===== src/rtl/pipe_hazard_ctrl_pkg.sv =====
// ============================================================================
// Module   : pipe_hazard_ctrl_pkg
// Purpose  : Shared opcodes, forwarding-select encodings and FSM state type
//            for the pipeline hazard controller.
// Revision : 1.0 - initial release
// ============================================================================
`default_nettype none

package pipe_hazard_ctrl_pkg;

  localparam logic [5:0] OP_RTYPE = 6'b000000;
  localparam logic [5:0] OP_J     = 6'b000010;
  localparam logic [5:0] OP_XORI  = 6'b001110;
  localparam logic [5:0] OP_LW    = 6'b100011;
  localparam logic [5:0] OP_SW    = 6'b101011;

  localparam logic [1:0] FWD_RF    = 2'd0;
  localparam logic [1:0] FWD_EXMEM = 2'd1;
  localparam logic [1:0] FWD_MEMWB = 2'd2;

  typedef enum logic [0:0] {
    RUN    = 1'b0,
    JFLUSH = 1'b1
  } hz_state_t;

endpackage

`default_nettype wire


===== src/rtl/pipe_hazard_ctrl_fwd_sel.sv =====
// ============================================================================
// Module   : pipe_fwd_sel
// Purpose  : Selects the ALU operand source for one EX source register;
//            the nearer EX/MEM producer wins over MEM/WB, r0 never forwards.
// Revision : 1.0 - initial release
// ============================================================================
`default_nettype none

module pipe_fwd_sel
  import pipe_hazard_ctrl_pkg::*;
(
  input  logic [4:0] src_reg,
  input  logic       force_rf,
  input  logic       mem_regwrite,
  input  logic [4:0] mem_wreg,
  input  logic       wb_regwrite,
  input  logic [4:0] wb_wreg,
  output logic [1:0] sel
);

  always_comb begin
    sel = FWD_RF;
    if (force_rf) begin
      sel = FWD_RF;
    end else if (mem_regwrite && (mem_wreg != 5'd0) && (mem_wreg == src_reg)) begin
      sel = FWD_EXMEM;
    end else if (wb_regwrite && (wb_wreg != 5'd0) && (wb_wreg == src_reg)) begin
      sel = FWD_MEMWB;
    end
  end

endmodule

`default_nettype wire


===== src/rtl/pipe_hazard_ctrl.sv =====
// ============================================================================
// Module   : pipe_hazard_ctrl
// Purpose  : Stall/flush/forward control for a 5-stage pipeline. Define
//            HAZ_FORWARD_EN for forwarding; otherwise RAW hazards stall.
// Revision : 1.0 - initial release
// ============================================================================
`default_nettype none

module pipe_hazard_ctrl
  import pipe_hazard_ctrl_pkg::*;
#(
  parameter int JUMP_STALL_CYCLES = 2
) (
  input  logic        clk,
  input  logic        reset,
  input  logic [5:0]  id_opcode,
  input  logic [4:0]  id_rs,
  input  logic [4:0]  id_rt,
  input  logic [4:0]  ex_rs,
  input  logic [4:0]  ex_rt,
  input  logic        ex_memread,
  input  logic        ex_alusrc,
  input  logic        ex_regwrite,
  input  logic [4:0]  ex_wreg,
  input  logic        mem_regwrite,
  input  logic [4:0]  mem_wreg,
  input  logic        wb_regwrite,
  input  logic [4:0]  wb_wreg,
  output logic        pc_write,
  output logic        ifid_write,
  output logic        ifid_flush,
  output logic        idex_bubble,
  output logic [1:0]  fwd_a,
  output logic [1:0]  fwd_b,
  output logic [15:0] stall_cycles
);

  localparam logic [2:0] C_JCNT_LOAD = 3'(JUMP_STALL_CYCLES - 1);

  hz_state_t   r_state;
  hz_state_t   w_state_nxt;
  logic [2:0]  r_jcnt;
  logic [2:0]  w_jcnt_nxt;
  logic [15:0] r_stall_cycles;
  logic        w_is_jump;
  logic        w_load_use;
  logic        w_hazard;
  logic [1:0]  w_fwd_a;
  logic [1:0]  w_fwd_b;
  logic        w_unused;

  assign w_is_jump  = (id_opcode == OP_J);
  assign w_load_use = ex_memread && (ex_wreg != 5'd0) &&
                      ((ex_wreg == id_rs) || (ex_wreg == id_rt));

  pipe_fwd_sel u_fwd_a (
    .src_reg      (ex_rs),
    .force_rf     (1'b0),
    .mem_regwrite (mem_regwrite),
    .mem_wreg     (mem_wreg),
    .wb_regwrite  (wb_regwrite),
    .wb_wreg      (wb_wreg),
    .sel          (w_fwd_a)
  );

  pipe_fwd_sel u_fwd_b (
    .src_reg      (ex_rt),
    .force_rf     (ex_alusrc),
    .mem_regwrite (mem_regwrite),
    .mem_wreg     (mem_wreg),
    .wb_regwrite  (wb_regwrite),
    .wb_wreg      (wb_wreg),
    .sel          (w_fwd_b)
  );

`ifdef HAZ_FORWARD_EN
  assign w_hazard = w_load_use;
  assign fwd_a    = reset ? w_fwd_a : FWD_RF;
  assign fwd_b    = reset ? w_fwd_b : FWD_RF;
  assign w_unused = ex_regwrite;
`else
  // WB producers are excluded: the register file writes before ID reads it.
  logic w_raw_rs;
  logic w_raw_rt;
  assign w_raw_rs = (id_rs != 5'd0) &&
                    ((ex_regwrite && (ex_wreg == id_rs)) ||
                     (mem_regwrite && (mem_wreg == id_rs)));
  assign w_raw_rt = (id_rt != 5'd0) &&
                    ((ex_regwrite && (ex_wreg == id_rt)) ||
                     (mem_regwrite && (mem_wreg == id_rt)));
  assign w_hazard = w_load_use || w_raw_rs || w_raw_rt;
  assign fwd_a    = FWD_RF;
  assign fwd_b    = FWD_RF;
  assign w_unused = ^{w_fwd_a, w_fwd_b};
`endif

  always_comb begin
    w_state_nxt = r_state;
    w_jcnt_nxt  = r_jcnt;
    pc_write    = 1'b1;
    ifid_write  = 1'b1;
    ifid_flush  = 1'b0;
    idex_bubble = 1'b0;
    case (r_state)
      RUN: begin
        if (w_is_jump) begin
          w_state_nxt = JFLUSH;
          w_jcnt_nxt  = C_JCNT_LOAD;
        end else if (w_hazard) begin
          pc_write    = 1'b0;
          ifid_write  = 1'b0;
          idex_bubble = 1'b1;
        end
      end
      JFLUSH: begin
        ifid_flush = 1'b1;
        pc_write   = 1'b0;
        if (r_jcnt == 3'd0) begin
          w_state_nxt = RUN;
        end else begin
          w_jcnt_nxt = r_jcnt - 3'd1;
        end
      end
      default: begin
        w_state_nxt = RUN;
        w_jcnt_nxt  = 3'd0;
      end
    endcase
    if (!reset) begin
      pc_write    = 1'b0;
      ifid_write  = 1'b0;
      ifid_flush  = 1'b1;
      idex_bubble = 1'b1;
    end
  end

  always_ff @(posedge clk or negedge reset) begin
    if (!reset) begin
      r_state        <= RUN;
      r_jcnt         <= 3'd0;
      r_stall_cycles <= 16'd0;
    end else begin
      r_state <= w_state_nxt;
      r_jcnt  <= w_jcnt_nxt;
      if (!pc_write && (r_stall_cycles != 16'hFFFF)) begin
        r_stall_cycles <= r_stall_cycles + 16'd1;
      end
    end
  end

  assign stall_cycles = r_stall_cycles;

endmodule

`default_nettype wire


===== config.mk =====
export PLATFORM = sky130hd
export DESIGN_NAME = pipe_hazard_ctrl
export DESIGN_NICKNAME = d
export VERILOG_FILES = /design/src/rtl/pipe_hazard_ctrl_pkg.sv /design/src/rtl/pipe_hazard_ctrl_fwd_sel.sv /design/src/rtl/pipe_hazard_ctrl.sv
export SDC_FILE = /design/constraint.sdc
export NUM_CORES = 1
export LEC_CHECK = 0
export ABC_AREA = 1
export CAP_MARGIN = 25
export CORE_MARGIN = 3
export CORE_UTILIZATION = 35
export CTS_CLUSTER_DIAMETER = 150
export CTS_CLUSTER_SIZE = 20
export DETAILED_ROUTE_END_ITERATION = 10
export PLACE_DENSITY_LB_ADDON = 0.08
export SLEW_MARGIN = 0
export SYNTH_ARGS = -nofsm -noshare
export SYNTH_HDL_FRONTEND = slang
export SYNTH_SLANG_ARGS = --single-unit
export TNS_END_PERCENT = 5

===== constraint.sdc =====
create_clock -name clk -period 2 [get_ports clk]
set_clock_uncertainty 0.2 [all_clocks]
set_input_delay 0.3 -clock clk [delete_from_list [all_inputs] [get_ports clk]]
set_output_delay 0.3 -clock clk [all_outputs]
set_load 0.02 [all_outputs]

# Word level (Yosys, flattened, before mapping)
# Cells that the tools add are included.
# op_classes
n_addsub	2
n_eq_ne	8
muxes	18
bitwise_logic	1
reduce_logical	20
# op_table
operator	n
$eq 5x5->1	4
$add 16x1->16 const B	1
$ne 16x16->1 const B	1
$reduce_bool 5->1	3
$mux 1	13
$logic_and 1x1->1	9
$eq 6x2->1 const B	1
$mux 3	2
$pmux 3 s2	1
$logic_or 1x1->1	5
$ne 2x2->1 const B	2
$pmux 1 s2	2
$logic_not 3->1	1
$sub 3x1->3 const B	1
$reduce_and 2->1	1
$logic_not 1->1	1
$not 1->1	1
# totals
regBits	20
input_bits	48
out_inout_bits	24
word_cells	52

# Longest topological paths before layout
# Gate-level depths: netlist of the first run.
# depth
ltp_word	12
mapped_depth	14
mapped_depth_nobuf	13

# Least setup slack after synthesis of the first run
# No wires, ideal clock.
# synth_path
kind	reg2reg
startpoint	reg r_stall_cycles[0], in the netlist stall_cycles[0]
endpoint	reg r_stall_cycles[10], in the netlist stall_cycles[10]
t_arrival_ps	1688
setup_slack_ps	-7
stages_incl_launch_ff	10
path_buffers	1
period_less_slack_ps	2007
path_cell_list	dfrtp_1 > ha_1 > nand3_2 > nor2_4 > nand3_2 > nor2_4 > nand4_4 > buf_2 > nand3_1 > nand2_1
# synth_via
elab_chain_len	2
elab_cells_between_ends	3
# synth_rtl
item	line	rtl
start, declared	pipe_hazard_ctrl.sv:44	logic [15:0] r_stall_cycles;
start signal, assigned	pipe_hazard_ctrl.sv:146	r_stall_cycles <= r_stall_cycles + 16'd1;
parallel branches: the longest is 2 deep, another holds $add 16x1->16	-	
# Parallel ways; which one is timed is not known.
# A chain may end at the register's enable or synchronous reset.

# Worst setup path after layout of the first run
# layout_path
startpoint	in ex_wreg[1]
endpoint	out ifid_write
# layout_via
elab_chain_len	10
elab_cells_between_ends	18
# layout_rtl
item	line	rtl
start, declared	pipe_hazard_ctrl.sv:24	input logic [4:0] ex_wreg,
$eq 5x5->1	pipe_hazard_ctrl.sv:54, pipe_hazard_ctrl.sv:86	
$logic_and 1x1->1	pipe_hazard_ctrl.sv:86	((ex_regwrite && (ex_wreg == id_rs)) ||
$logic_or 1x1->1	pipe_hazard_ctrl.sv:86	
$logic_and 1x1->1	pipe_hazard_ctrl.sv:85	assign w_raw_rs = (id_rs != 5'd0) &&
$logic_or 1x1->1	pipe_hazard_ctrl.sv:91	assign w_hazard = w_load_use || w_raw_rs || w_raw_rt;
$logic_or 1x1->1 (*)	pipe_hazard_ctrl.sv:91	
$mux 1 (*)	pipe_hazard_ctrl.sv:109	end else if (w_hazard) begin
$mux 1 (*)	pipe_hazard_ctrl.sv:106	if (w_is_jump) begin
$mux 1 (*)	pipe_hazard_ctrl.sv:104	case (r_state)
$mux 1 (*)	pipe_hazard_ctrl.sv:129	if (!reset) begin
end, declared	pipe_hazard_ctrl.sv:30	output logic ifid_write,
# Mark *: on every way between the ends. The rest lies on a longest branch, timed or not.

==> flow_summary.ini, run 1 <==
[worst_setup_path]
crit_slowest_cell = nor2_2
cp_max_fo = 2
start_kind = input pin
crit_arrival_ns = 1.43
path_common_cell = nand2_1
criticalPathCategory = in2out
worstPathRequired_ns = 1.50
cp_top_family = simple AND/OR/NAND/NOR gates
cp_cell_sequence = clkbuf_2 > buf_6 > nand2_1 > nand2_1 > nor2_2 > nand4_1 > nand2_1 > nand2_2 > nand3_4 > nand3_2 > nand2_1 > inv_1 > buf_6
max_stage_delay_ns = 0.14
worst-path-buf-inv = 4
reg2reg_setup_slack_ns = 0.13
end_kind = output pin

[clock_tree]
clock_latency_ns = 0.26
cts_tree = done
cts_htree_levels = 1
clockBufferDepth = 2
clkTransAtPathRegs_ns = 0.08
hold_buffers = 0
cts_num_sinks = 20
cts_inserted_buffers = 3
root_buffer = clkbuf_8

[sta]
fmax_mhz = 517
finalCritPeriodShare = 0.967
finalHoldViolations = 0
maxSlewViolCount = 0
rsz0062_at_grt = yes
setup_viol = 0
finalCriticalPeriod_ns = 1.93

[run_status]
status = complete, no violations

[synthesis]
synth_cell_types = 29
yosysTopAreaCell = dfrtp_1
synth_area_leaders = dfrtp_1, nand2_1, nand3_1, inv_1, xnor2_1
synth_cells = 242
synth-seq-cells = 20
avgSynthCellArea_um2 = 6.80
synth_top_family_by_area = simple AND/OR/NAND/NOR gates
synth_seq_area_share = 0.304
synth_top_area_frac = 0.304
synth_warnings = 0
synth_compound_area_frac = 0.0418
synth_adder_area_share = 0.0228
yosys.area_share.simple = 0.436
synth.mux.area_fraction = 0
syn_area_um2 = 1650
synth_xor_area_frac = 0.0851

[finish]
mostFrequentLayoutCell = nand2_1
final_util = 0.543
layout_common_cells = nand2_1, nand3_1, clkdlybuf4s50_1
area_growth_pct = 46.5
layout-drive-gt1-share = 0.273
fin_cells = 360
fin_nets = 360
diodes = 0
n_fill_cell = 427

[floorplanning]
ios = 72
dieHeight_um = 74.6
initial_utilization = 0.370
rows = 24
die_w_um = 74.6
dieArea_um2 = 5560
core_um2 = 4440

[job]
maxCapViolations = 0

[route]
via_per_inst = 4.77
postRouteWirelength_um = 4310
drt_iter0_drc = 138
drt.antenna.violating_nets = 0
dr.pass1.iters = 4
post_drt_wl_per_cell_um = 12.0
via_count = 1716
drc = 0

[global_routing]
first_global_vias = 1513
grt_pass1_wl_um = 7070
overflow = 0
grtUsageMet2 = 0.249
grt_max_degree = 21
top_usage_layer = met2
grt_use_met1 = 0.238
grt_use_total = 0.162
use_met3 = 0.0311
antenna_found_initial = 0

[placement]
dp_cells = 355
place_hpwl_um = 3380
io_buffers = 50
place_congestion = 0.876

[power]
p_leak_nw = 1.23
ir_drop_mv = 0.522
power_density_nw_per_um2 = 685

[worst_hold_path]
hold_path_class = in2async
-- cells by family (layout without fill, tap and decap cells) --
kind of cell / Yosys count / in the layout
adders and majority gates: 3 / 3
buffers and inverters: 39 / 102
and+or+nand+nor: 150 / 150
xor gates and xnor gates: 16 / 16
other: 1 / 4
DFF: 20 / 20
AOI/OAI and AO/OA: 13 / 13
-- what timing repair did --
| action | in CTS | in global routing |
|---|---|---|
| setup buffers | 0 | 1 |
| pin swaps | 10 | 19 |
| gates cloned | 0 | 0 |
| resized for setup | 46 | 81 |
| setup endpoints to repair | 20 | 21 |
-- cell usage after synthesis --
| cell | n |
|---|---|
| a21oi_1 | 1 |
| and3b_1 | 1 |
| buf_2 | 1 |
| buf_4 | 4 |
| buf_6 | 2 |
| conb_1 | 1 |
| dfrtp_1 | 20 |
| ha_1 | 3 |
| inv_1 | 30 |
| inv_2 | 2 |
| nand2_1 | 82 |
| nand2_4 | 2 |
| nand2_8 | 1 |
| nand3_1 | 27 |
| nand3_2 | 3 |
| nand4_1 | 3 |
| nand4_4 | 1 |
| nor2_1 | 16 |
| nor2_2 | 1 |
| nor2_4 | 2 |
| nor3_1 | 4 |
| nor3b_1 | 1 |
| nor4_1 | 5 |
| o21ai_0 | 4 |
| o21ai_1 | 5 |
| o22ai_1 | 3 |
| or2_2 | 1 |
| xnor2_1 | 9 |
| xor2_1 | 7 |
-- layout make-up --
class	instances	area, µm²	share of cell area
repair buffers	66	554	0.230
multi-input cells	186	1100	0.456
inverters	32	120	0.0498
clock inverters	1	30.0	0.0124
well taps	52	65.1	0.0270
clock buffers	3	41.3	0.0171
flip-flops and latches	20	502	0.208
-- per-stage QoR --
stage	setup slack [ns]	area [µm²]	total power [mW]	setup TNS (ns)	hold slack, ns
finish	0.0652	2410	1.65	0	0.321
global route	-0.0248	2410	1.77	-0.0414	0.362
CTS	-0.148	2350	1.65	-0.682	0.323
detailed placement	-0.824	2280	1.24	-11.44	0.329
global placement	-0.789	2280	1.24	-10.87	0.318
floorplan	0.0105	1660	0.942	0	-0.196
-- worst min-delay path: cells and delay by family --
family	cells	cell delay, ns
buffers and inverters	3	0.86
-- worst paths after layout --
path	start	to	cells after the start
worst min register to register	r_jcnt[1]$_DFFE_PN0P_	r_jcnt[1]$_DFFE_PN0P_	2
worst max-delay path	ex_wreg[1]	ifid_write	13
max in group asynchronous	reset	stall_cycles[0]$_DFFE_PN0P_	3
worst min-delay path	reset	stall_cycles[14]$_DFFE_PN0P_	3
min in group clk	r_jcnt[1]$_DFFE_PN0P_	r_jcnt[1]$_DFFE_PN0P_	2
worst max register to register	stall_cycles[0]$_DFFE_PN0P_	stall_cycles[2]$_DFFE_PN0P_	9
-- registers in the layout, indices dropped and copies added (netlist names) --
| signal | cells |
|---|---|
| stall_cycles | 16 |
| r_jcnt | 3 |
| r_state | 1 |
-- power breakdown --
| part | internal [mW] | total [mW] | leakage [nW] | switching [mW] |
|---|---|---|---|---|
| clock network | 0.267 | 0.405 | 0.0357 | 0.138 |
| registers | 0.486 | 0.560 | 0.268 | 0.0744 |
| logic | 0.325 | 0.686 | 0.928 | 0.361 |
-- per-layer routing --
layer | up-vias | wire length (µm)
met4 | 0 | 24
met1 | 775 | 2130
li1 | 898 | -
met3 | 4 | 220
met2 | 39 | 1940
met5 | - | 0
No activity file was read; power rests on OpenSTA's default activity.
==> inputs of run 2 (changes only) <==
Settings changed: ABC_CLOCK_PERIOD_IN_PS set to 2000, TNS_END_PERCENT 5 to not set.
==> run 2 against run 1 <==
Against the previous run: cell count increased by 1.4%; first-iteration DRC count decreased by 24%; hold slack got worse by 0.0019 ns; setup slack got worse by 0.0078 ns; via count increased by 1.3%.
==> flow_summary.ini, run 2 (same netlist as run 1, synthesis figures left out) <==
[sta]
setup_tns_ns = 0
finalHoldViolations = 0
worst_hold_slack_ns = 0.319
fmax_mhz = 515
maxSlewViolCount = 0
finalCritPeriodShare = 0.971
setup_viol = 0
rsz0062_at_grt = yes
finalCriticalPeriod_ns = 1.94

[floorplanning]
die_w_um = 74.6
dieHeight_um = 74.6
dieArea_um2 = 5560
core_um2 = 4440
rows = 24
ios = 72
initial_utilization = 0.370

[global_routing]
grt_pass1_wl_um = 7100
antenna_found_initial = 0
first_global_vias = 1520
grt_max_degree = 21
grt_use_total = 0.163
overflow = 0

[clock_tree]
clock_latency_ns = 0.26
clkTransAtPathRegs_ns = 0.08
clockBufferDepth = 2
hold_buffers = 0
cts_tree = done
root_buffer = clkbuf_8
cts_htree_levels = 1
cts_inserted_buffers = 3
cts_num_sinks = 20

[worst_setup_path]
start_kind = input pin
worstPathRequired_ns = 1.50
crit_slowest_cell = nor2_2
end_kind = output pin
r2r_end = stall_cycles[4]$_DFFE_PN0P_
criticalPathCategory = in2out
crit_arrival_ns = 1.44
crit_path_start = ex_wreg[1]
max_stage_delay_ns = 0.15
cp_cell_sequence = buf_4 > buf_6 > nand2_1 > nand2_1 > nor2_2 > nand3_2 > nand2_2 > nand3_2 > nand3_4 > nand3_2 > nand2_1 > inv_1 > buf_6
rr_startpoint = stall_cycles[0]$_DFFE_PN0P_
cp_max_fo = 2
reg2reg_setup_slack_ns = 0.09
rr_worst_depth = 9

[placement]
place_congestion = 0.876
io_buffers = 50
place_area_um2 = 2280
place_hpwl_um = 3380

[route]
drt_iter0_drc = 105
dr.pass1.iters = 4
via_per_inst = 4.76
drc = 0
drt.antenna.violating_nets = 0
postRouteWirelength_um = 4470
post_drt_wl_per_cell_um = 12.3
via_count = 1739

[job]
maxCapViolations = 0

[power]
power_density_nw_per_um2 = 680
ir_drop_mv = 0.556
p_leak_nw = 1.26

[finish]
layout-drive-gt1-share = 0.284
largest_register_ffs = 16
area_growth_pct = 51.4
n_fill_cell = 426
diodes = 0
final_cell_area_um2 = 2490
layout_common_cells = nand2_1, nand3_1, inv_1
fin_nets = 365
mostFrequentLayoutCell = nand2_1

[run_status]
status = complete, no violations

[worst_hold_path]
hold_path_class = in2async
-- run 2: area by class of cell --
class	count	area (µm²)	area share
Clock buffer	3	41.3	0.0166
Multi-Input combinational cell	186	1130	0.452
Tap cell	52	65.1	0.0261
Timing Repair Buffer	71	606	0.243
Clock inverter	1	30.0	0.0120
Sequential cell	20	502	0.201
Inverter	32	123	0.0492
-- run 2: metrics by stage --
step,cells,setup WS [ns],utilization,power (mW)
after floorplan,245,0.0105,-,0.942
after global placement,355,-0.789,0.513,1.24
after detailed placement,355,-0.824,0.513,1.24
after CTS,359,0.000845,0.541,1.66
after global routing,365,-0.0254,0.561,1.81
final,365,0.0573,0.561,1.69
-- run 2: worst max-delay path by stage --
stage,endpoint,slack (ns),cells after the start
6_report,ifid_write,0.06,13
4_1_cts,ifid_write,0.0008,12
3_5_place_dp,idex_bubble,-0.82,12
5_1_grt,ifid_write,-0.03,13
2_1_floorplan,stall_cycles[10]$_DFFE_PN0P_,0.01,9
3_3_place_gp,idex_bubble,-0.79,12
-- run 2: metal layers --
layer  GRT usage  vias to the layer above  wire length (µm)
li1            -                      914                 -
met1       0.239                      785              2170
met2       0.250                       38              2080
met3      0.0311                        2               210
met4      0.0296                        0                19
met5           0                        -                 0
-- run 2: critical path, delay by kind of cell --
| family | cells | cell delay [ns] |
|---|---|---|
| buffers and inverters | 4 | 0.40 |
| AND/OR/NAND/NOR | 9 | 0.74 |
-- run 2: where the power goes --
group          total [mW]  internal [mW]  leakage (nW)  switching (mW)
Clock               0.405          0.267        0.0357           0.138
Sequential          0.574          0.486         0.268          0.0881
Combinational       0.716          0.345         0.954           0.370
-- run 2: timing repair --
item / in CTS / in global routing
pin swaps: 19 / 23
setup endpoints to repair: 20 / 19
cloned: 0 / 1
resized for setup: 88 / 47
setup buffers: 0 / 5
